$ cat src/rtl/rob_commit_pkg.sv
// Shared retirement definitions: commit state encoding, the "no exception"
// code and the MIPS delay-slot return offset.
package rob_commit_pkg;

   typedef enum logic [1:0] {
      ST_COMMIT     = 2'd0,
      ST_STORE_WAIT = 2'd1,
      ST_FLUSH      = 2'd2
   } state_e;

   localparam int unsigned EXC_NONE          = 0;
   localparam int unsigned DELAY_SLOT_OFFSET = 8;

endpackage

$ cat src/rtl/rob_commit_branch_check.sv
// Combinational branch resolution for the retiring line: decides predictor
// update, misprediction and the fetch restart address.
module rob_commit_branch_check
   import rob_commit_pkg::*;
#(
   parameter int ADDR_W = 32
) (
   input  logic              is_branch,
   input  logic              is_jump,
   input  logic              pred_taken,
   input  logic              resolved_taken,
   input  logic [ADDR_W-1:0] target,
   input  logic [ADDR_W-1:0] pc,
   output logic              bp_update,
   output logic              mispredict,
   output logic [ADDR_W-1:0] redirect_pc
);

   always_comb begin
      // Jumps are always resolved correctly at fetch, so they never train or flush.
      bp_update   = is_branch & ~is_jump;
      mispredict  = bp_update & (pred_taken ^ resolved_taken);
      redirect_pc = resolved_taken ? target : (pc + ADDR_W'(DELAY_SLOT_OFFSET));
   end

endmodule

$ cat src/rtl/rob_commit.sv
// ROB retirement stage: retires the head line in program order, issuing the
// GPR write, store handshake, predictor update, flush/redirect and exceptions.
module rob_commit
   import rob_commit_pkg::*;
#(
   parameter int DATA_W     = 32,
   parameter int ADDR_W     = 32,
   parameter int REG_ADDR_W = 5,
   parameter int GHR_W      = 5,
   parameter int EXC_W      = 8
) (
   input  logic                  clk,
   input  logic                  rst,
   input  logic                  head_valid,
   input  logic                  head_done,
   input  logic                  head_reg_write_en,
   input  logic [REG_ADDR_W-1:0] head_reg_write_addr,
   input  logic [DATA_W-1:0]     head_result,
   input  logic                  head_is_branch_taken,
   input  logic [GHR_W-1:0]      head_pht_index,
   input  logic                  head_is_inst_branch,
   input  logic                  head_is_inst_jump,
   input  logic                  head_is_inst_branch_taken,
   input  logic [ADDR_W-1:0]     head_inst_branch_target,
   input  logic                  head_mem_write_flag,
   input  logic [3:0]            head_mem_sel,
   input  logic [ADDR_W-1:0]     head_mem_addr,
   input  logic [DATA_W-1:0]     head_mem_write_data,
   input  logic [EXC_W-1:0]      head_exception_type,
   input  logic [ADDR_W-1:0]     head_pc,
   input  logic                  mem_ack,
   output logic                  head_pop,
   output logic                  rf_write_en,
   output logic [REG_ADDR_W-1:0] rf_write_addr,
   output logic [DATA_W-1:0]     rf_write_data,
   output logic                  mem_req,
   output logic [3:0]            mem_sel,
   output logic [ADDR_W-1:0]     mem_addr,
   output logic [DATA_W-1:0]     mem_wdata,
   output logic                  bp_update_en,
   output logic                  bp_update_taken,
   output logic [GHR_W-1:0]      bp_update_index,
   output logic                  flush,
   output logic [ADDR_W-1:0]     redirect_pc,
   output logic                  exc_en,
   output logic [EXC_W-1:0]      exc_type,
   output logic [ADDR_W-1:0]     exc_pc
);

   state_e                state_q, state_d;
   logic                  rf_write_en_q, rf_write_en_d;
   logic [REG_ADDR_W-1:0] rf_write_addr_q, rf_write_addr_d;
   logic [DATA_W-1:0]     rf_write_data_q, rf_write_data_d;
   logic                  mem_req_q, mem_req_d;
   logic [3:0]            mem_sel_q, mem_sel_d;
   logic [ADDR_W-1:0]     mem_addr_q, mem_addr_d;
   logic [DATA_W-1:0]     mem_wdata_q, mem_wdata_d;
   logic                  bp_update_en_q, bp_update_en_d;
   logic                  bp_update_taken_q, bp_update_taken_d;
   logic [GHR_W-1:0]      bp_update_index_q, bp_update_index_d;
   logic                  flush_q, flush_d;
   logic [ADDR_W-1:0]     redirect_pc_q, redirect_pc_d;
   logic                  exc_en_q, exc_en_d;
   logic [EXC_W-1:0]      exc_type_q, exc_type_d;
   logic [ADDR_W-1:0]     exc_pc_q, exc_pc_d;

   logic                  ready;
   logic                  has_exc;
   logic                  br_update;
   logic                  br_mispredict;
   logic [ADDR_W-1:0]     br_redirect_pc;

   assign ready   = head_valid & head_done;
   assign has_exc = (head_exception_type != EXC_W'(EXC_NONE));

   rob_commit_branch_check #(
      .ADDR_W(ADDR_W)
   ) u_branch_check (
      .is_branch      (head_is_inst_branch),
      .is_jump        (head_is_inst_jump),
      .pred_taken     (head_is_branch_taken),
      .resolved_taken (head_is_inst_branch_taken),
      .target         (head_inst_branch_target),
      .pc             (head_pc),
      .bp_update      (br_update),
      .mispredict     (br_mispredict),
      .redirect_pc    (br_redirect_pc)
   );

   always_comb begin
      state_d           = state_q;
      head_pop          = 1'b0;
      rf_write_en_d     = 1'b0;
      rf_write_addr_d   = rf_write_addr_q;
      rf_write_data_d   = rf_write_data_q;
      mem_req_d         = 1'b0;
      mem_sel_d         = mem_sel_q;
      mem_addr_d        = mem_addr_q;
      mem_wdata_d       = mem_wdata_q;
      bp_update_en_d    = 1'b0;
      bp_update_taken_d = bp_update_taken_q;
      bp_update_index_d = bp_update_index_q;
      flush_d           = 1'b0;
      redirect_pc_d     = redirect_pc_q;
      exc_en_d          = 1'b0;
      exc_type_d        = exc_type_q;
      exc_pc_d          = exc_pc_q;

      unique case (state_q)
         ST_COMMIT: begin
            if (ready) begin
               if (has_exc) begin
                  head_pop   = 1'b1;
                  exc_en_d   = 1'b1;
                  exc_type_d = head_exception_type;
                  exc_pc_d   = head_pc;
                  flush_d    = 1'b1;
                  state_d    = ST_FLUSH;
               end else if (head_mem_write_flag) begin
                  // The store stays at the head until memory accepts it.
                  mem_req_d   = 1'b1;
                  mem_sel_d   = head_mem_sel;
                  mem_addr_d  = head_mem_addr;
                  mem_wdata_d = head_mem_write_data;
                  state_d     = ST_STORE_WAIT;
               end else begin
                  head_pop        = 1'b1;
                  rf_write_en_d   = head_reg_write_en & (head_reg_write_addr != '0);
                  rf_write_addr_d = head_reg_write_addr;
                  rf_write_data_d = head_result;
                  if (br_update) begin
                     bp_update_en_d    = 1'b1;
                     bp_update_taken_d = head_is_inst_branch_taken;
                     bp_update_index_d = head_pht_index;
                  end
                  if (br_mispredict) begin
                     flush_d       = 1'b1;
                     redirect_pc_d = br_redirect_pc;
                     state_d       = ST_FLUSH;
                  end
               end
            end
         end
         ST_STORE_WAIT: begin
            mem_req_d = ~mem_ack;
            if (mem_ack) begin
               head_pop = 1'b1;
               state_d  = ST_COMMIT;
            end
         end
         ST_FLUSH: begin
            state_d = ST_COMMIT;
         end
         default: begin
            state_d = ST_COMMIT;
         end
      endcase
   end

   always_ff @(posedge clk) begin
      if (!rst) begin
         state_q           <= ST_COMMIT;
         rf_write_en_q     <= 1'b0;
         rf_write_addr_q   <= '0;
         rf_write_data_q   <= '0;
         mem_req_q         <= 1'b0;
         mem_sel_q         <= '0;
         mem_addr_q        <= '0;
         mem_wdata_q       <= '0;
         bp_update_en_q    <= 1'b0;
         bp_update_taken_q <= 1'b0;
         bp_update_index_q <= '0;
         flush_q           <= 1'b0;
         redirect_pc_q     <= '0;
         exc_en_q          <= 1'b0;
         exc_type_q        <= '0;
         exc_pc_q          <= '0;
      end else begin
         state_q           <= state_d;
         rf_write_en_q     <= rf_write_en_d;
         rf_write_addr_q   <= rf_write_addr_d;
         rf_write_data_q   <= rf_write_data_d;
         mem_req_q         <= mem_req_d;
         mem_sel_q         <= mem_sel_d;
         mem_addr_q        <= mem_addr_d;
         mem_wdata_q       <= mem_wdata_d;
         bp_update_en_q    <= bp_update_en_d;
         bp_update_taken_q <= bp_update_taken_d;
         bp_update_index_q <= bp_update_index_d;
         flush_q           <= flush_d;
         redirect_pc_q     <= redirect_pc_d;
         exc_en_q          <= exc_en_d;
         exc_type_q        <= exc_type_d;
         exc_pc_q          <= exc_pc_d;
      end
   end

   assign rf_write_en     = rf_write_en_q;
   assign rf_write_addr   = rf_write_addr_q;
   assign rf_write_data   = rf_write_data_q;
   assign mem_req         = mem_req_q;
   assign mem_sel         = mem_sel_q;
   assign mem_addr        = mem_addr_q;
   assign mem_wdata       = mem_wdata_q;
   assign bp_update_en    = bp_update_en_q;
   assign bp_update_taken = bp_update_taken_q;
   assign bp_update_index = bp_update_index_q;
   assign flush           = flush_q;
   assign redirect_pc     = redirect_pc_q;
   assign exc_en          = exc_en_q;
   assign exc_type        = exc_type_q;
   assign exc_pc          = exc_pc_q;

endmodule

$ cat config.mk
export PLATFORM = sky130hd
export DESIGN_NAME = rob_commit
export DESIGN_NICKNAME = d
export VERILOG_FILES = /design/src/rtl/rob_commit_pkg.sv /design/src/rtl/rob_commit_branch_check.sv /design/src/rtl/rob_commit.sv
export SDC_FILE = /design/constraint.sdc
export NUM_CORES = 1
export LEC_CHECK = 0
export ABC_AREA = 1
export CAP_MARGIN = 15
export CORE_ASPECT_RATIO = 0.6
export CORE_UTILIZATION = 41
export DETAILED_ROUTE_END_ITERATION = 8
export PLACE_DENSITY_LB_ADDON = 0.12
export SLEW_MARGIN = 20
export SYNTH_ARGS = -nofsm -noshare
export SYNTH_HDL_FRONTEND = slang
export SYNTH_SLANG_ARGS = --single-unit
$ cat constraint.sdc
create_clock -name clk -period 2.2 [get_ports clk]
set_clock_uncertainty 0.2 [all_clocks]
set_input_delay 0.44 -clock clk [delete_from_list [all_inputs] [get_ports clk]]
set_output_delay 0.44 -clock clk [all_outputs]
set_load 0.01 [all_outputs]
==> results_dict.tcl, run 1 <==
set metrics [dict create \
    wl_per_cell_um 16.1 \
    cts_buffers 17 \
    reg2reg_from "state_q[0]" \
    tritoncts "built" \
    grt_remaining_overflow 0 \
    ys_seq_area_share_pct 48.7 \
    final_cell_mix "clkdlybuf4s50_1, nor2_1, dfxtp_1, o21ai_0, nand2_1" \
    setup_viol 0 \
    cts_hold_repair.buffers 0 \
    final_util_pct 70.9 \
    clock_latency_ns 0.42 \
    hp-class "in -> reg" \
    routed_wl_mm 28.4 \
    crit_top_cell "nand2_2" \
    reg2reg_to "exc_pc[17]" \
    ys_types 35 \
    crit_fanout 2 \
    grt_use_total_pct 28.7 \
    dieArea_mm2 0.0196 \
    netlist_area_mm2 0.00781 \
    drtPass1Iterations 5 \
    power_uw 7530 \
    hold_viol 0 \
    dp.cells 1732 \
    yosys-top-cells-area "dfxtp_1, nor2_1, o21ai_0, nand2_1, a21oi_1" \
    initial_core_util_pct 42.6 \
    syn_inst 1088 \
    grt_start_max_net_pins 88 \
    drtIter0Drc 657 \
    crit_arrival_ns 1.50 \
    cellPowerDensity_mw_per_mm2 579 \
    multi_input_area_mm2 0.00343 \
    p_leak_uw 0.00535 \
    ys_ff_latch 190 \
    dpl.hpwl_mm 20.9 \
    path_class "in -> out" \
    rsz0062_at_grt "no" \
    status "complete, no violations" \
    hold_slack_ns 0.114 \
    critPathMaxStageDelay_ns 0.26 \
    dr_total_vias 8741 \
    tns_ns 0 \
    critPathSlowestCell "dlygate4sd2_1" \
    path_cells "dlygate4sd2_1 > nor2_2 > nand2_2 > nor2_8 > nand2_2 > a22oi_2 > nor2_1 > buf_2" \
    regToRegSetupSlack_ns 0.37 \
    fin_crit_sh_pct 97.1 \
    final_common_cell "clkdlybuf4s50_1" \
    gp_congestion 0.948 \
    yosysWarnings 0 \
    vias_per_cell 4.95 \
    fmax_mhz 468 \
    syn-num-nets 1282 \
    syn_avg_cell_area_um2 7.18 \
    cts_buffer_depth 2 \
    row_count 38 \
    drv_cap 0 \
    slew_headroom_pct 62.0 \
    antenna_found_initial 1 \
    area_growth_pct 66.7 \
    rr_worst_depth 10 \
    ir_worst_vdd_uv 488 \
    worst_pin_slew_ns 0.562 \
    period_needed_ns 2.14 \
    grt_pass1_wl_mm 44.0 \
    fin_nets 1706 \
    cp-startpoint "head_exception_type[6]" \
    clock-sinks 190 \
    die_w_um 180 \
    cp_data_required_time_ns 1.56 \
    fin_cells 1765 \
    nFillCells 1484 \
    cts_root_buffer "clkbuf_16" \
    cts.clk_slew.worst_paths_ns 0.07 \
    antenna_left 0 \
    end_kind "primary output" \
    synth_top_area_share_pct 48.7 \
    slew_violations 0 \
    grt_pass1_vias 8228 \
    endpoint "head_pop" \
    htree_num_levels 4 \
    cp-start-kind "primary input" \
    ioPinCount 382 \
    regArea_mm2 0.00380 \
    coreArea_mm2 0.0184 \
    yosysTopAreaCell "dfxtp_1" \
    drc_errors 0 \
    portBuffers 381 \
    die_h_um 109 \
    drive_gt1_share_pct 9.91 \
]
power by group:
group / total [uW] / internal, uW / switching [uW]
registers: 3520 / 3490 / 26.1
logic: 939 / 546 / 393
clock network: 3080 / 1630 / 1450
layer usage:
metal / track usage (%) / wire length, um
met1: 37.1 / 12400
met2: 46.0 / 12800
met3: 8.35 / 2470
met4: 10.3 / 756
met5: 0 / 0
cell type report:
class	instances	area share, %
repair buffers	468	35.3
inverters	84	2.42
diodes	1	0.0192
well taps	240	2.31
clock inverters	12	1.00
clock buffers	19	3.40
multi-input cells	751	26.3
flip-flops and latches	190	29.2
sequential cells by signal (all words and copies together) (netlist names):
signal           flops
flush                1
redirect_pc         32
mem_wdata           32
bp_update_en         1
state_q              2
mem_req              1
mem_sel              4
rf_write_en          1
exc_type             8
bp_update_taken      1
exc_en               1
rf_write_addr        5
exc_pc              32
mem_addr            32
rf_write_data       32
bp_update_index      5
critical path: cells and delay by family:
| kind | cells | cell delay, ns |
|---|---|---|
| and+or+nand+nor | 5 | 0.51 |
| buffers and inverters | 2 | 0.40 |
| AOI/OAI and AO/OA | 1 | 0.13 |
cells by family after synthesis:
kind of cell,count (synthesis),synth area share (%)
AOI/OAI and AO/OA,278,18.1
muxes,1,0.128
buffers and inverters,147,7.83
DFF,190,48.7
xor gates and xnor gates,4,0.545
and+or+nand+nor,467,24.6
adders and majority gates,1,0.160
cells in the mapped netlist (all sizes together):
master / n
clkinv: 1
o21ai: 182
inv: 83
mux2i: 1
nand2: 143
buf: 23
nand3: 34
or2: 1
a21oi: 87
xor2: 4
and2: 1
a22oi: 1
nand4: 4
clkbuf: 40
a31oi: 4
o41ai: 3
nor3: 13
o22ai: 1
ha: 1
dfxtp: 190
nor2: 271
worst min path at each step:
stage / slack, ns / cells past startpoint / endpoint / from
after CTS: 0.11 / 3 / redirect_pc[9] / rst
after detailed placement: 0.24 / 2 / rf_write_data[27] / rf_write_data[27]
after floorplan: 0.26 / 2 / mem_req / state_q[0]
after global placement: 0.23 / 2 / rf_write_data[10] / rf_write_data[10]
final: 0.11 / 3 / exc_type[3] / head_exception_type[3]
after global routing: 0.11 / 3 / exc_type[3] / head_exception_type[3]
metrics by stage:
stage | instance area [um^2] | worst slack (ns)
floorplan | 7810 | 0.374
global placement | 12400 | -0.540
detailed placement | 12400 | -0.570
CTS | 13000 | 0.0562
global route | 13000 | 0.00134
finish | 13000 | 0.0640
repair_timing:
action / 4_1_cts / 5_1_grt
setup buffers: 1 / 0
setup endpoints to repair: 1 / 4
pin swaps: 9 / 5
gates resized for setup: 15 / 8
Power figures use the tool's default switching activity.
==> inputs of run 2 (changes only) <==
PLACE_DENSITY = 0.81   (was unset)
PLACE_DENSITY_LB_ADDON = unset   (was 0.12)
REMOVE_ABC_BUFFERS = 1   (was unset)
==> results_dict.tcl, run 2 (synthesis gave the netlist of run 1 again) <==
set metrics [dict create \
    final_util_pct 71.6 \
    path_buf_inv 2 \
    hold_slack_ns 0.208 \
    cts_hold_repair.buffers 0 \
    drtPass1Iterations 5 \
    die_w_um 180 \
    initial_core_util_pct 42.6 \
    cts_buffer_depth 2 \
    dr_total_vias 8767 \
    die_h_um 109 \
    post-cts-setup-buffers 0 \
    wl_per_cell_um 16.4 \
    hold_end "exc_type[6]" \
    period_needed_ns 2.12 \
    final_common_cell "clkdlybuf4s50_1" \
    drtIter0Drc 772 \
    reg2reg_to "exc_pc[17]" \
    worst_pin_slew_ns 0.404 \
    dpl.hpwl_mm 22.1 \
    grt_use_total_pct 29.0 \
    dieArea_mm2 0.0196 \
    tritoncts "built" \
    crit_family "simple AND/OR/NAND/NOR gates" \
    cp-start-kind "primary input" \
    grt_pass1_wl_mm 44.2 \
    coreArea_mm2 0.0184 \
    htree_num_levels 4 \
    cp_data_required_time_ns 1.56 \
    clock-sinks 190 \
    grt_remaining_overflow 0 \
    power_uw 7770 \
    clock_latency_ns 0.41 \
    hp-start "head_exception_type[6]" \
    grt_start_max_net_pins 112 \
    path_class "in -> out" \
    vias_per_cell 4.96 \
    portBuffers 381 \
    rsz0062_at_grt "no" \
    gp_congestion 1.00 \
    path_cells "dlygate4sd2_1 > nor2_1 > nand2_2 > nor2_8 > nand2_4 > a22oi_2 > nor2_1 > buf_2" \
    drv_cap 0 \
    dpl_cell_area_mm2 0.0125 \
    hold_path_depth 3 \
    drive_gt1_share_pct 10.1 \
    drc_errors 0 \
    regToRegSetupSlack_ns 0.39 \
    cts.clk_slew.worst_paths_ns 0.07 \
    cellPowerDensity_mw_per_mm2 591 \
    slew_violations 0 \
    critPathSlowestCell "dlygate4sd2_1" \
    crit_fanout 2 \
    fin_nets 1710 \
    rr_worst_depth 11 \
    crit_top_cell "nor2_1" \
    tns_ns 0 \
    reg2reg_from "state_q[1]" \
    cts_buffers 17 \
    final_cell_mix "clkdlybuf4s50_1, nor2_1, dfxtp_1, o21ai_0, nand2_1" \
    critPathMaxStageDelay_ns 0.25 \
    path_depth 8 \
    setup_viol 0 \
    status "complete, no violations" \
    crit_arrival_ns 1.48 \
    cts_root_buffer "clkbuf_16" \
    grt_pass1_vias 8195 \
    antenna_found_initial 1 \
    fmax_mhz 471 \
    hold_viol 0 \
    ir_worst_vdd_uv 501 \
    ioPinCount 382 \
    end_kind "primary output" \
    fin_crit_sh_pct 96.5 \
    p_leak_uw 0.00541 \
    antenna_left 0 \
    slew_headroom_pct 73.1 \
    row_count 38 \
    area_growth_pct 68.4 \
    final_cell_area_mm2 0.0131 \
    hp-class "in -> reg" \
    routed_wl_mm 29.0 \
]
-- run 2: changes by cell type in the layout (fill, tap and decap cells not counted), moves of 2 or more --
cell           previous run  this run
buf_12                   12        15
bufinv_16                 1         4
clkinv_4                  4         2
dlygate4sd2_1             6         8
inv_8                     2         0
nor2_2                    6         4
nor2_4                    4         6
-- run 2: worst min-delay path: stages --
cell           delay [ns]
dlygate4sd2_1        0.22
nor2_1               0.05
nor2_1               0.08
-- run 2: cell type report --
type | instances | area (um^2)
fillers | 1433 | 5200
repair buffers | 472 | 4670
flip-flops and latches | 190 | 3800
multi-input cells | 751 | 3450
clock buffers | 18 | 429
inverters | 84 | 315
well taps | 240 | 300
clock inverters | 12 | 184
diodes | 1 | 2.50
-- run 2: routing by layer --
layer	part of all wire, %	vias to the layer above	GRT usage (%)
met2	45	379	46.1
met3	9.9	44	9.12
li1	-	4367	-
met5	0	-	0
met4	2.1	0	9.22
met1	43	3977	37.6
-- run 2: worst max-delay path by stage --
stage               slack (ns)                    from              end
CTS                       0.02  head_exception_type[2]         head_pop
global route             0.004              head_pc[4]  redirect_pc[19]
detailed placement       -0.59  head_exception_type[1]         head_pop
floorplan                -0.66              head_valid       exc_pc[13]
finish                    0.08  head_exception_type[5]         head_pop
global placement         -0.58  head_exception_type[1]         head_pop
-- run 2: stage by stage --
step                std cells  worst slack (ns)
floorplan                1025            -0.660
global placement         1737            -0.582
detailed placement       1737            -0.588
CTS                      1767            0.0248
global route             1767           0.00368
finish                   1768            0.0768
-- run 2: repair_timing --
action                                  CTS  global route
endpoints found under the hold margin     0             0
pin swaps                                 8             0
resized for setup                        16             8
endpoints found under the setup margin    1             8
-- run 2: power by group --
part	internal [uW]	switching [uW]	total (uW)
combinational	564	415	979
sequential	3490	26.1	3520
clock	1910	1360	3270
==> inputs of run 3 (changes only) <==
CTS_CLUSTER_DIAMETER = 120   (was unset)
SKIP_CTS_REPAIR_TIMING = 1   (was unset)
clock period = 2.16 ns   (was 2.2 ns; I/O delays follow)
==> results_dict.tcl, run 3 (synthesis gave the netlist of run 1 again) <==
set metrics [dict create \
    crit_fanout 5 \
    grt_pass1_wl_mm 44.0 \
    wl_per_cell_um 16.4 \
    drtPass1Iterations 7 \
    routed_wl_mm 29.0 \
    slew_headroom_pct 57.7 \
    ioPinCount 382 \
    htree_num_levels 4 \
    hold_end "exc_type[6]" \
    gp_congestion 1.02 \
    busiest_layer "met2" \
    reg2reg_from "state_q[1]" \
    area_growth_pct 66.5 \
    gr-usage-met1_pct 38.3 \
    antenna_left 0 \
    row_count 38 \
    die_h_um 109 \
    crit_arrival_ns 2.23 \
    grtUsageMet3_pct 7.98 \
    coreArea_mm2 0.0184 \
    drive_gt1_share_pct 9.84 \
    regToRegSetupSlack_ns 0.25 \
    reg2reg_to "exc_type[3]" \
    cp-startpoint "head_pc[4]" \
    end_kind "flop" \
    final_util_pct 70.9 \
    rsz0062_at_grt "no" \
    cts.clk_slew.worst_paths_ns 0.07 \
    drc_errors 0 \
    diodes 0 \
    dpl.hpwl_mm 21.9 \
    nFillCells 1477 \
    clock-sinks 190 \
    drtIter0Drc 751 \
    multi_input_area_mm2 0.00343 \
    die_w_um 180 \
    dr_total_vias 8747 \
    use_met2_pct 45.2 \
    grt_pass1_vias 8233 \
    clock_latency_ns 0.43 \
    initial_core_util_pct 42.6 \
    grt_start_max_net_pins 99 \
    ir_worst_vdd_uv 543 \
    cellPowerDensity_mw_per_mm2 590 \
    vias_per_cell 4.96 \
    final_cell_area_mm2 0.0130 \
    tritoncts "built" \
    hp-class "in -> reg" \
    fin_crit_sh_pct 97.7 \
    hp-start "head_exception_type[6]" \
    fin_nets 1706 \
    path_class "in -> reg" \
    rr_worst_depth 10 \
    hold_viol 0 \
    fmax_mhz 474 \
    hold_path_depth 3 \
    setup_viol 0 \
    status "complete, no violations" \
    cts_buffer_depth 2 \
    cts_buffers 17 \
    cp_data_required_time_ns 2.28 \
    drv_cap 0 \
    p_leak_uw 0.00541 \
    portBuffers 381 \
    dpl_cell_area_mm2 0.0124 \
    final_cell_mix "clkdlybuf4s50_1, nor2_1, dfxtp_1, o21ai_0, nand2_1" \
    cp-start-kind "primary input" \
    dieArea_mm2 0.0196 \
    regArea_mm2 0.00380 \
    cts_root_buffer "clkbuf_16" \
    grt_use_total_pct 28.8 \
    slew_violations 0 \
    period_needed_ns 2.11 \
    worst_pin_slew_ns 0.634 \
    grt_remaining_overflow 0 \
    antenna_found_initial 0 \
    final_common_cell "clkdlybuf4s50_1" \
]
run 3: cell count changes in the layout (fill, tap and decap cells not counted), sizes merged:
cell          before  now
dlygate4sd2        8    0
dlymetal6s2s       0    8
clkinv             4    9
buf               93   89
bufinv             4    1
inv               86   89
clkinvlp           2    0
clkbuf            18   17
diode              1    0
run 3: power by group:
part	switching (uW)	total [uW]	internal [uW]	leakage [uW]
sequential	28.1	3580	3550	0.00154
combinational	414	973	559	0.00358
clock	1490	3120	1630	0.000289
run 3: layout make-up:
| class | instances | share of cell area [%] |
|---|---|---|
| Timing Repair Buffer | 468 | 35.2 |
| Inverter | 84 | 2.42 |
| Tap cell | 240 | 2.31 |
| Clock buffer | 17 | 3.27 |
| Clock inverter | 15 | 1.18 |
| Multi-Input combinational cell | 751 | 26.4 |
| Sequential cell | 190 | 29.2 |
run 3: worst max path at each step:
stage	end	slack, ns
2_1_floorplan	exc_pc[13]	-0.69
3_3_place_gp	head_pop	-0.62
3_5_place_dp	head_pop	-0.62
4_1_cts	head_pop	-0.62
5_1_grt	head_pop	0.004
6_report	redirect_pc[21]	0.05
run 3: stage by stage:
step	power, uW	cells	TNS [ns]	hold slack [ns]	worst slack, ns
final	7670	1765	0	0.0796	0.0494
after global routing	7970	1765	0	0.0889	0.00358
after CTS	7730	1764	-0.617	0.223	-0.617
after detailed placement	4620	1732	-45.80	0.238	-0.616
after global placement	4610	1732	-41.52	0.230	-0.621
after floorplan	3900	1025	-69.37	0.265	-0.692
run 3: metal layers:
| metal | share of wire [%] | wire [um] |
|---|---|---|
| met3 | 8.2 | 2370 |
| met1 | 45 | 13100 |
| met2 | 44 | 12800 |
| met4 | 2.4 | 691 |
| met5 | 0 | 0 |
run 3: critical path: stages:
cell,delay (ns)
clkdlybuf4s50_1,0.51
ha_1,0.20
nand2_1,0.11
nor2_1,0.16
nand2_1,0.16
nor2_1,0.28
nand3_1,0.12
nand2_1,0.09
nor2_1,0.04
nor2_1,0.09
nor2_1,0.04
